## src/rtl/spi_master_param.sv

```systemverilog
//==============================================================================
// Module      : spi_master_param
// Description : Parametrised SPI master, one DATA_W word per CS-low frame,
//               valid/ready load, optional MISO receive (macro SPI_MISO_RX_EN).
// Revision    : 1.0 - initial release
//==============================================================================
`default_nettype none

module spi_master_param #(
    parameter int DATA_W  = 16,
    parameter int CLK_DIV = 2,
    parameter bit CPOL    = 1'b0,
    parameter bit CPHA    = 1'b0,
    parameter int CS_IDLE = 2,
    parameter int CNT_W   = $clog2(DATA_W + 1)
) (
    input  logic              clk,
    input  logic              reset,
    input  logic              tx_valid,
    output logic              tx_ready,
    input  logic [DATA_W-1:0] datain,
    output logic              spi_cs_l,
    output logic              spi_sclk,
    output logic              spi_data,
    input  logic              spi_miso,
    output logic [DATA_W-1:0] rx_data,
    output logic              rx_valid,
    output logic              busy,
    output logic [CNT_W-1:0]  counter
);

    localparam int c_div_max = (CLK_DIV > CS_IDLE) ? CLK_DIV : CS_IDLE;
    localparam int c_div_w   = $clog2(c_div_max + 1);
    localparam int c_edge_w  = $clog2(2 * DATA_W + 1);

    localparam logic [c_div_w-1:0]  c_div_last  = c_div_w'(CLK_DIV - 1);
    localparam logic [c_div_w-1:0]  c_gap_last  = c_div_w'(CS_IDLE - 1);
    localparam logic [c_edge_w-1:0] c_edge_last = c_edge_w'(2 * DATA_W);

    localparam logic [2:0] c_st_idle  = 3'd0;
    localparam logic [2:0] c_st_lead  = 3'd1;
    localparam logic [2:0] c_st_shift = 3'd2;
    localparam logic [2:0] c_st_tail  = 3'd3;
    localparam logic [2:0] c_st_gap   = 3'd4;

    logic [2:0]          r_state;
    logic [c_div_w-1:0]  r_div;
    logic [c_edge_w-1:0] r_edge;
    logic [DATA_W-1:0]   r_shreg;
    logic                r_tx_ready;
    logic                r_cs_l;
    logic                r_sclk;
    logic                r_mosi;
    logic                r_rx_valid;
    logic                r_busy;
    logic [CNT_W-1:0]    r_counter;

    logic                w_tick;
    logic                w_accept;
    logic                w_in_frame;
    logic [c_edge_w-1:0] w_edge_num;
    logic                w_leading;
    logic                w_sample;
    logic                w_shift;
    logic                w_sample_now;

    // Edge numbering starts at 1, so odd edges are the leading ones.
    assign w_tick       = (r_div == c_div_last);
    assign w_accept     = (r_state == c_st_idle) && tx_valid && r_tx_ready;
    assign w_in_frame   = (r_state == c_st_lead) || (r_state == c_st_shift);
    assign w_edge_num   = r_edge + c_edge_w'(1);
    assign w_leading    = w_edge_num[0];
    assign w_sample     = CPHA ? ~w_leading : w_leading;
    assign w_shift      = CPHA ? w_leading : (~w_leading && (w_edge_num != c_edge_last));
    assign w_sample_now = w_in_frame && w_tick && w_sample;

    always_ff @(posedge clk or negedge reset) begin
        if (!reset) begin
            r_state    <= c_st_idle;
            r_div      <= '0;
            r_edge     <= '0;
            r_shreg    <= '0;
            r_tx_ready <= 1'b1;
            r_cs_l     <= 1'b1;
            r_sclk     <= CPOL;
            r_mosi     <= 1'b0;
            r_rx_valid <= 1'b0;
            r_busy     <= 1'b0;
            r_counter  <= '0;
        end else begin
            r_rx_valid <= 1'b0;
            case (r_state)
                c_st_idle: begin
                    if (w_accept) begin
                        r_shreg    <= datain;
                        r_counter  <= CNT_W'(DATA_W);
                        r_busy     <= 1'b1;
                        r_tx_ready <= 1'b0;
                        r_cs_l     <= 1'b0;
                        r_div      <= '0;
                        r_edge     <= '0;
                        if (!CPHA) begin
                            r_mosi <= datain[DATA_W-1];
                        end
                        r_state    <= c_st_lead;
                    end
                end
                c_st_lead, c_st_shift: begin
                    if (w_tick) begin
                        r_div  <= '0;
                        r_sclk <= ~r_sclk;
                        r_edge <= w_edge_num;
                        if (w_sample) begin
                            r_counter <= r_counter - CNT_W'(1);
                        end
                        // CPHA=0 already presented the MSB at accept time.
                        if (w_shift) begin
                            r_mosi  <= CPHA ? r_shreg[DATA_W-1] : r_shreg[DATA_W-2];
                            r_shreg <= {r_shreg[DATA_W-2:0], 1'b0};
                        end
                        r_state <= (w_edge_num == c_edge_last) ? c_st_tail : c_st_shift;
                    end else begin
                        r_div <= r_div + c_div_w'(1);
                    end
                end
                c_st_tail: begin
                    if (w_tick) begin
                        r_div      <= '0;
                        r_cs_l     <= 1'b1;
                        r_mosi     <= 1'b0;
                        r_rx_valid <= 1'b1;
                        r_state    <= c_st_gap;
                    end else begin
                        r_div <= r_div + c_div_w'(1);
                    end
                end
                c_st_gap: begin
                    if (r_div == c_gap_last) begin
                        r_div      <= '0;
                        r_busy     <= 1'b0;
                        r_tx_ready <= 1'b1;
                        r_state    <= c_st_idle;
                    end else begin
                        r_div <= r_div + c_div_w'(1);
                    end
                end
                default: begin
                    r_state <= c_st_idle;
                end
            endcase
        end
    end

`ifdef SPI_MISO_RX_EN
    logic [DATA_W-1:0] r_rxsh;
    logic [DATA_W-1:0] r_rx_data;

    always_ff @(posedge clk or negedge reset) begin
        if (!reset) begin
            r_rxsh    <= '0;
            r_rx_data <= '0;
        end else begin
            if (w_sample_now) begin
                r_rxsh <= {r_rxsh[DATA_W-2:0], spi_miso};
            end
            if ((r_state == c_st_tail) && w_tick) begin
                r_rx_data <= r_rxsh;
            end
        end
    end

    assign rx_data = r_rx_data;
`else
    logic w_unused_rx;
    assign w_unused_rx = spi_miso ^ w_sample_now;
    assign rx_data     = '0;
`endif

    assign tx_ready = r_tx_ready;
    assign spi_cs_l = r_cs_l;
    assign spi_sclk = r_sclk;
    assign spi_data = r_mosi;
    assign rx_valid = r_rx_valid;
    assign busy     = r_busy;
    assign counter  = r_counter;

endmodule

`default_nettype wire
```

## config.mk

```make
export PLATFORM = sky130hd
export DESIGN_NAME = spi_master_param
export DESIGN_NICKNAME = d
export VERILOG_FILES = /design/src/rtl/spi_master_param.sv
export SDC_FILE = /design/constraint.sdc
export NUM_CORES = 1
export LEC_CHECK = 0
export ABC_AREA = 1
export CAP_MARGIN = 15
export CORE_UTILIZATION = 50
export CTS_CLUSTER_SIZE = 28
export DETAILED_ROUTE_END_ITERATION = 10
export PLACE_DENSITY_LB_ADDON = 0.15
export SLEW_MARGIN = 20
export SYNTH_ARGS = -nofsm -noshare
export SYNTH_HDL_FRONTEND = slang
export SYNTH_SLANG_ARGS = --single-unit
```

## constraint.sdc

```tcl
create_clock -name clk -period 3.4 [get_ports clk]
set_input_delay 0.68 -clock clk [delete_from_list [all_inputs] [get_ports clk]]
set_output_delay 0.68 -clock clk [all_outputs]
set_load 0.01 [all_outputs]
```

==> Word level (Yosys, flattened, before mapping) <==
Index checks and enable logic that the tools add are counted.
Widths: inputs -> output; s select.
{ "word_totals": {"regBits": 37, "out_inout_bits": 27} }
{ "classes": {"n_addsub": 3, "n_eq_ne": 13, "mux": 33, "bitwise": 2, "n_reduce_logical": 20} }
{ "op_table": {"columns": ["operator", "n"], "rows": [
  ["$mux 15", 3],
  ["$pmux 15 s2", 1],
  ["$mux 5", 3],
  ["$mux 3", 4],
  ["$mux 6", 2],
  ["$ne 2x2->1 const B", 6],
  ["$pmux 3 s4", 1],
  ["$pmux 6 s2", 1],
  ["$reduce_and 4->1", 3],
  ["$mux 1", 10],
  ["$pmux 5 s2", 1],
  ["$reduce_and 3->1", 3],
  ["$reduce_bool 2->1", 4],
  ["$add 6x1->6 const B", 1],
  ["$eq 3x2->1 const B", 2],
  ["$eq 6x6->1 const B", 1],
  ["$ne 6x6->1 const B", 1],
  ["$pmux 1 s2", 3],
  ["$reduce_and 5->1", 1],
  ["$sub 5x1->5 const B", 1],
  ["$mux 2", 2],
  ["$pmux 2 s2", 1],
  ["$reduce_and 2->1", 2],
  ["$reduce_or 4->1", 1],
  ["other kinds (10)", 13]
]} }

==> Depth between registers and ports, before layout <==
{ "logic_depth": {"ltp_word": 6, "depth_mapped": 10, "mapped_depth_nobuf": 9} }

==> Worst setup path before layout <==
Ideal clock, no wire load.
{ "synth_path": {"path_kind": "input -> register", "startpoint": "input port tx_valid", "endpoint": "register r_shreg[1]", "setup_ns": 0.117, "arrival_ns": 1.531, "t_required_ns": 3.283, "path_slack_ns": 1.752, "stages": 8, "path_cell_list": "nand2_1 -> nor3_1 -> inv_2 -> nand2_4 -> nand3_4 -> buf_6 -> nand2_1 -> nand2_1"} }
{ "synth_via": {"elab_chain_len": 4} }
{ "synth_rtl": {"columns": ["item", "line_no", "rtl"], "rows": [
  ["start, declared", "19", "input logic tx_valid,"],
  ["$logic_and 1x1->1 (2 in a row)", "69", "assign w_accept = (r_state == c_st_idle) && tx_valid && r_tx_ready;"],
  ["$ne 2x2->1 (no line)", null, null],
  ["$reduce_and 4->1 (no line)", null, null],
  ["end signal, assigned", "95", "r_shreg <= datain;"],
  ["end signal, assigned", "119", "r_shreg <= {r_shreg[DATA_W-2:0], 1'b0};"],
  ["end, declared", "49", "logic [DATA_W-1:0] r_shreg;"]
]} }
Every way passes these cells.
A chain may end at the register's enable or synchronous reset.

==> Final worst setup path <==
{ "layout_path": {"startpoint": "input port tx_valid", "endpoint": "register r_shreg[12]"} }
Same word-level chain as after synthesis.

==> summary.md <==
| Metric | Value |
|---|---|
| Outcome | completed |
| Register area share after synthesis | 0.4342 |
| Hpwl dp | 2744 um |
| CP endpoint kind | flip-flop |
| Cell Area, Synth | 0.002138 mm^2 |
| Insertion delay to the later sink of the worst-skew pair | 0.30 ns |
| Vias in the first global route | 1,638 |
| H-tree levels | 2 |
| Fin. max-slew vios | 0 |
| CTS Buffer Depth | 2 |
| I/O Buffers | 29 |
| Async S/R FF share, synth | 1.000 |
| FF-to-FF End | r_shreg[12] |
| Area of the core | 0.004058 mm^2 |
| Worst-case vdd ir drop | 0.2755 mV |
| Rows | 23 |
| Synth area leaders | dfrtp_1, nand2_1, buf_4 |
| CP required | 3.59 ns |
| Post-synth cell types | 30 |
| DRC | 0 |
| Fmax | 0.4824 GHz |
| Register area | 928.4 um^2 |
| Yosys top cell area share | 0.4096 |
| Slowest-stage cell, CP | clkdlybuf4s50_1 |
| Crit-path max cell delay | 0.45 ns |
| Net switching power | 0.1831 mW |
| Die Y | 67.40 um |
| Final antenna-violating net count | 0 |
| GR Util All Layers | 0.2216 |
| WP buf/inv | 2 |
| Internal | 0.7500 mW |
| Most used cell along the critical path | nand2_1 |
| Initial Util | 0.5270 |
| Setup TNS | 0 ns |
| Hold Path Depth | 2 |
| Gpl congestion | 0.8266 |
| # IOs | 47 |
| Critical path launch point type | primary input |
| Number of synthesized flops with an enable pin | 0 |
| Reg2reg path depth | 8 |
| CTS buffer count | 5 |
| Flop-to-flop setup slack | 1.51 ns |
| Final nets | 319 |
| Footprint of the multi-input gates | 0.001026 mm^2 |
| Hold-fix buffers, CTS | 0 |
| DR iter-0 viols | 166 |
| Family with the most delay on the worst path | simple AND/OR/NAND/NOR gates |
| # Post-CTS Setup Buffers | 0 |
| Hold Startpoint | spi_cs_l |
| RSZ-0062 raised after global routing | false |
| Final period util | 0.6096 |
| Final setup skew | 0.007543 ns |
| Initial antenna violation count | 0 |
| Proportion of layout cells with a drive suffix above 1 | 0.08054 |
| Most instantiated cells after synthesis | nand2_1, dfrtp_1, nand4_1 |
| Max Cap Violations | 0 |
| Total Power | 0.9331 mW |
| First-pass GRT wire length | 7320 um |
| CTS tree | done |
| Via count | 1,772 |
| Final setup fails | 0 |
| CP Max Fanout | 22 |
| Cells after synthesis | 269 |
| CTS root buffer | clkbuf_8 |
| Total iterations of the first detailed-routing run | 4 |
| Final Hold Viols | 0 |
| Sequential share of power | 0.471 |
| Clock transition at path regs | 0.07 ns |
| Die area | 0.004542 mm^2 |
| Cells after DPL | 340 |
| Most frequent cell after synthesis | nand2_1 |
| Crit-path cells | clkdlybuf4s50_1, nand2_1, nor3_1, inv_2, nand2_4, nand3_4, nand2_1, nand2_1 |
| Post-CTS Resized | 0 |
| Worst Hold End | spi_cs_l |
| Fillers | 381 |
| Fin cells | 348 |
| GRT overflow | 0 |
| Leading area contributor after synthesis | dfrtp_1 |
| Power Dens Cells | 370.7 mW/mm^2 |
| Leak | 1.274 nW |
| Wire per inst | 12.14 um |
| Final WL | 4225 um |
| Worst EP arrival | 2.26 ns |
| Logic pwr share | 0.040 |
| Synth Flop Type | dfrtp_1 |
| Clock sinks | 37 |
| N_diodes | 0 |
| Worst r2r src | r_state[2] |
| Worst slack, placed | 1.015 ns |
| Final min period | 2.073 ns |
| Synthesized area per cell | 7.949 um^2 |
| FF+latch count, synth | 37 |
| Worst Hold Slack | 0.4684 ns |
| Largest net degree at the start of global routing | 38 |
| Vias per inst | 5.092 |
| Clock power frac | 0.488 |
| Net Sw Frac | 0.1963 |
| Area growth syn-to-layout | 17.73% |
| Fin worst setup slack | 1.327 ns |
| Hold WC Path Type | reg -> reg |
| Critical path class | in -> reg |
| Die width | 67.40 um |
| Ys Warns | 0 |
[flip-flops by register name (all words and copies together) (netlist names), 2 cells and up]
| register | count |
|---|---|
| counter | 5 |
| r_state | 3 |
| r_edge | 6 |
| r_div | 2 |
| r_shreg | 15 |
[per-stage QoR]
| stage | utilization | instance area, um^2 |
|---|---|---|
| after CTS | 0.6204 | 2517 |
| after detailed placement | 0.5874 | 2384 |
| after global routing | 0.6204 | 2517 |
| final | 0.6204 | 2517 |
| after floorplan | - | 2195 |
| after global placement | 0.5874 | 2384 |
[placed cells by master (no fill, tap or decap)]
master | synthesis | layout
a21boi_0 | 1 | 1
a21oi_1 | 2 | 2
a21oi_4 | 1 | 1
buf_4 | 18 | 1
bufinv_16 | 0 | 2
clkbuf_8 | 0 | 5
clkdlybuf4s50_1 | 0 | 29
clkinv_2 | 0 | 1
conb_1 | 1 | 16
dfrtp_1 | 35 | 35
dfstp_2 | 2 | 2
ha_1 | 2 | 2
inv_1 | 15 | 15
inv_2 | 1 | 1
inv_6 | 1 | 1
nand2_1 | 113 | 113
nand2_4 | 2 | 2
nand2_8 | 2 | 2
nand3_1 | 15 | 15
nand3_4 | 2 | 2
nand4_1 | 19 | 19
nor2_1 | 10 | 10
nor2_2 | 1 | 1
nor2_4 | 2 | 2
nor2_8 | 1 | 1
nor3_1 | 1 | 1
o21a_1 | 1 | 1
o21ai_0 | 8 | 8
o21ai_1 | 1 | 1
o22ai_1 | 2 | 2
xnor2_1 | 3 | 3
xor2_1 | 1 | 1
[worst reg2reg max path: stages (launching register included)]
cell and delay, ns:
dfrtp_1 0.49, nor2_8 0.20, nand2_8 0.14, inv_6 0.23
nand2_8 0.10, nand2_4 0.23, nand3_4 0.22, nand2_1 0.11
nand2_1 0.05
[worst max-delay path by stage]
stage / startpoint / end / slack (ns) / cells after the start
after floorplan: tx_valid / r_shreg[1] / 1.75 / 8
after global placement: tx_valid / r_shreg[11] / 1.02 / 8
after detailed placement: tx_valid / r_shreg[8] / 1.01 / 8
final: tx_valid / r_shreg[12] / 1.33 / 8
after CTS: tx_valid / r_shreg[12] / 1.33 / 8
after global routing: tx_valid / r_shreg[10] / 1.16 / 8
[kinds of logic after synthesis]
logic type | share of synthesized area
and+or+nand+nor | 0.3774
DFF | 0.4342
xor gates and xnor gates | 0.01639
adders and majority gates | 0.01170
AOI/OAI and AO/OA | 0.04623
other | 0.001754
buffers and inverters | 0.1123
[power by group through the flow]
stage	clock (mW)	combinational, mW	sequential (mW)
2_1_floorplan	0	0.0219	0.449
3_3_place_gp	0	0.0383	0.448
3_5_place_dp	0	0.0383	0.448
4_1_cts	0.465	0.0384	0.440
5_1_grt	0.483	0.0429	0.440
6_report	0.456	0.0376	0.440
[layout make-up]
class	instances	area share
multi-input combinational	206	0.4076
sequential	37	0.3688
timing repair buffer	30	0.1183
clock buffer	5	0.02734
inverter	17	0.02734
clock inverter	3	0.02584
tap	50	0.02485
[layer usage]
layer  global-route usage  vias up  share of wire
met3              0.06250        7          0.054
met2               0.3488       56           0.47
met5                    0        -              0
li1                     -      892              -
met1               0.2778      817           0.45
met4               0.1090        0          0.023
Note: power is estimated with default switching activity, not from simulation.
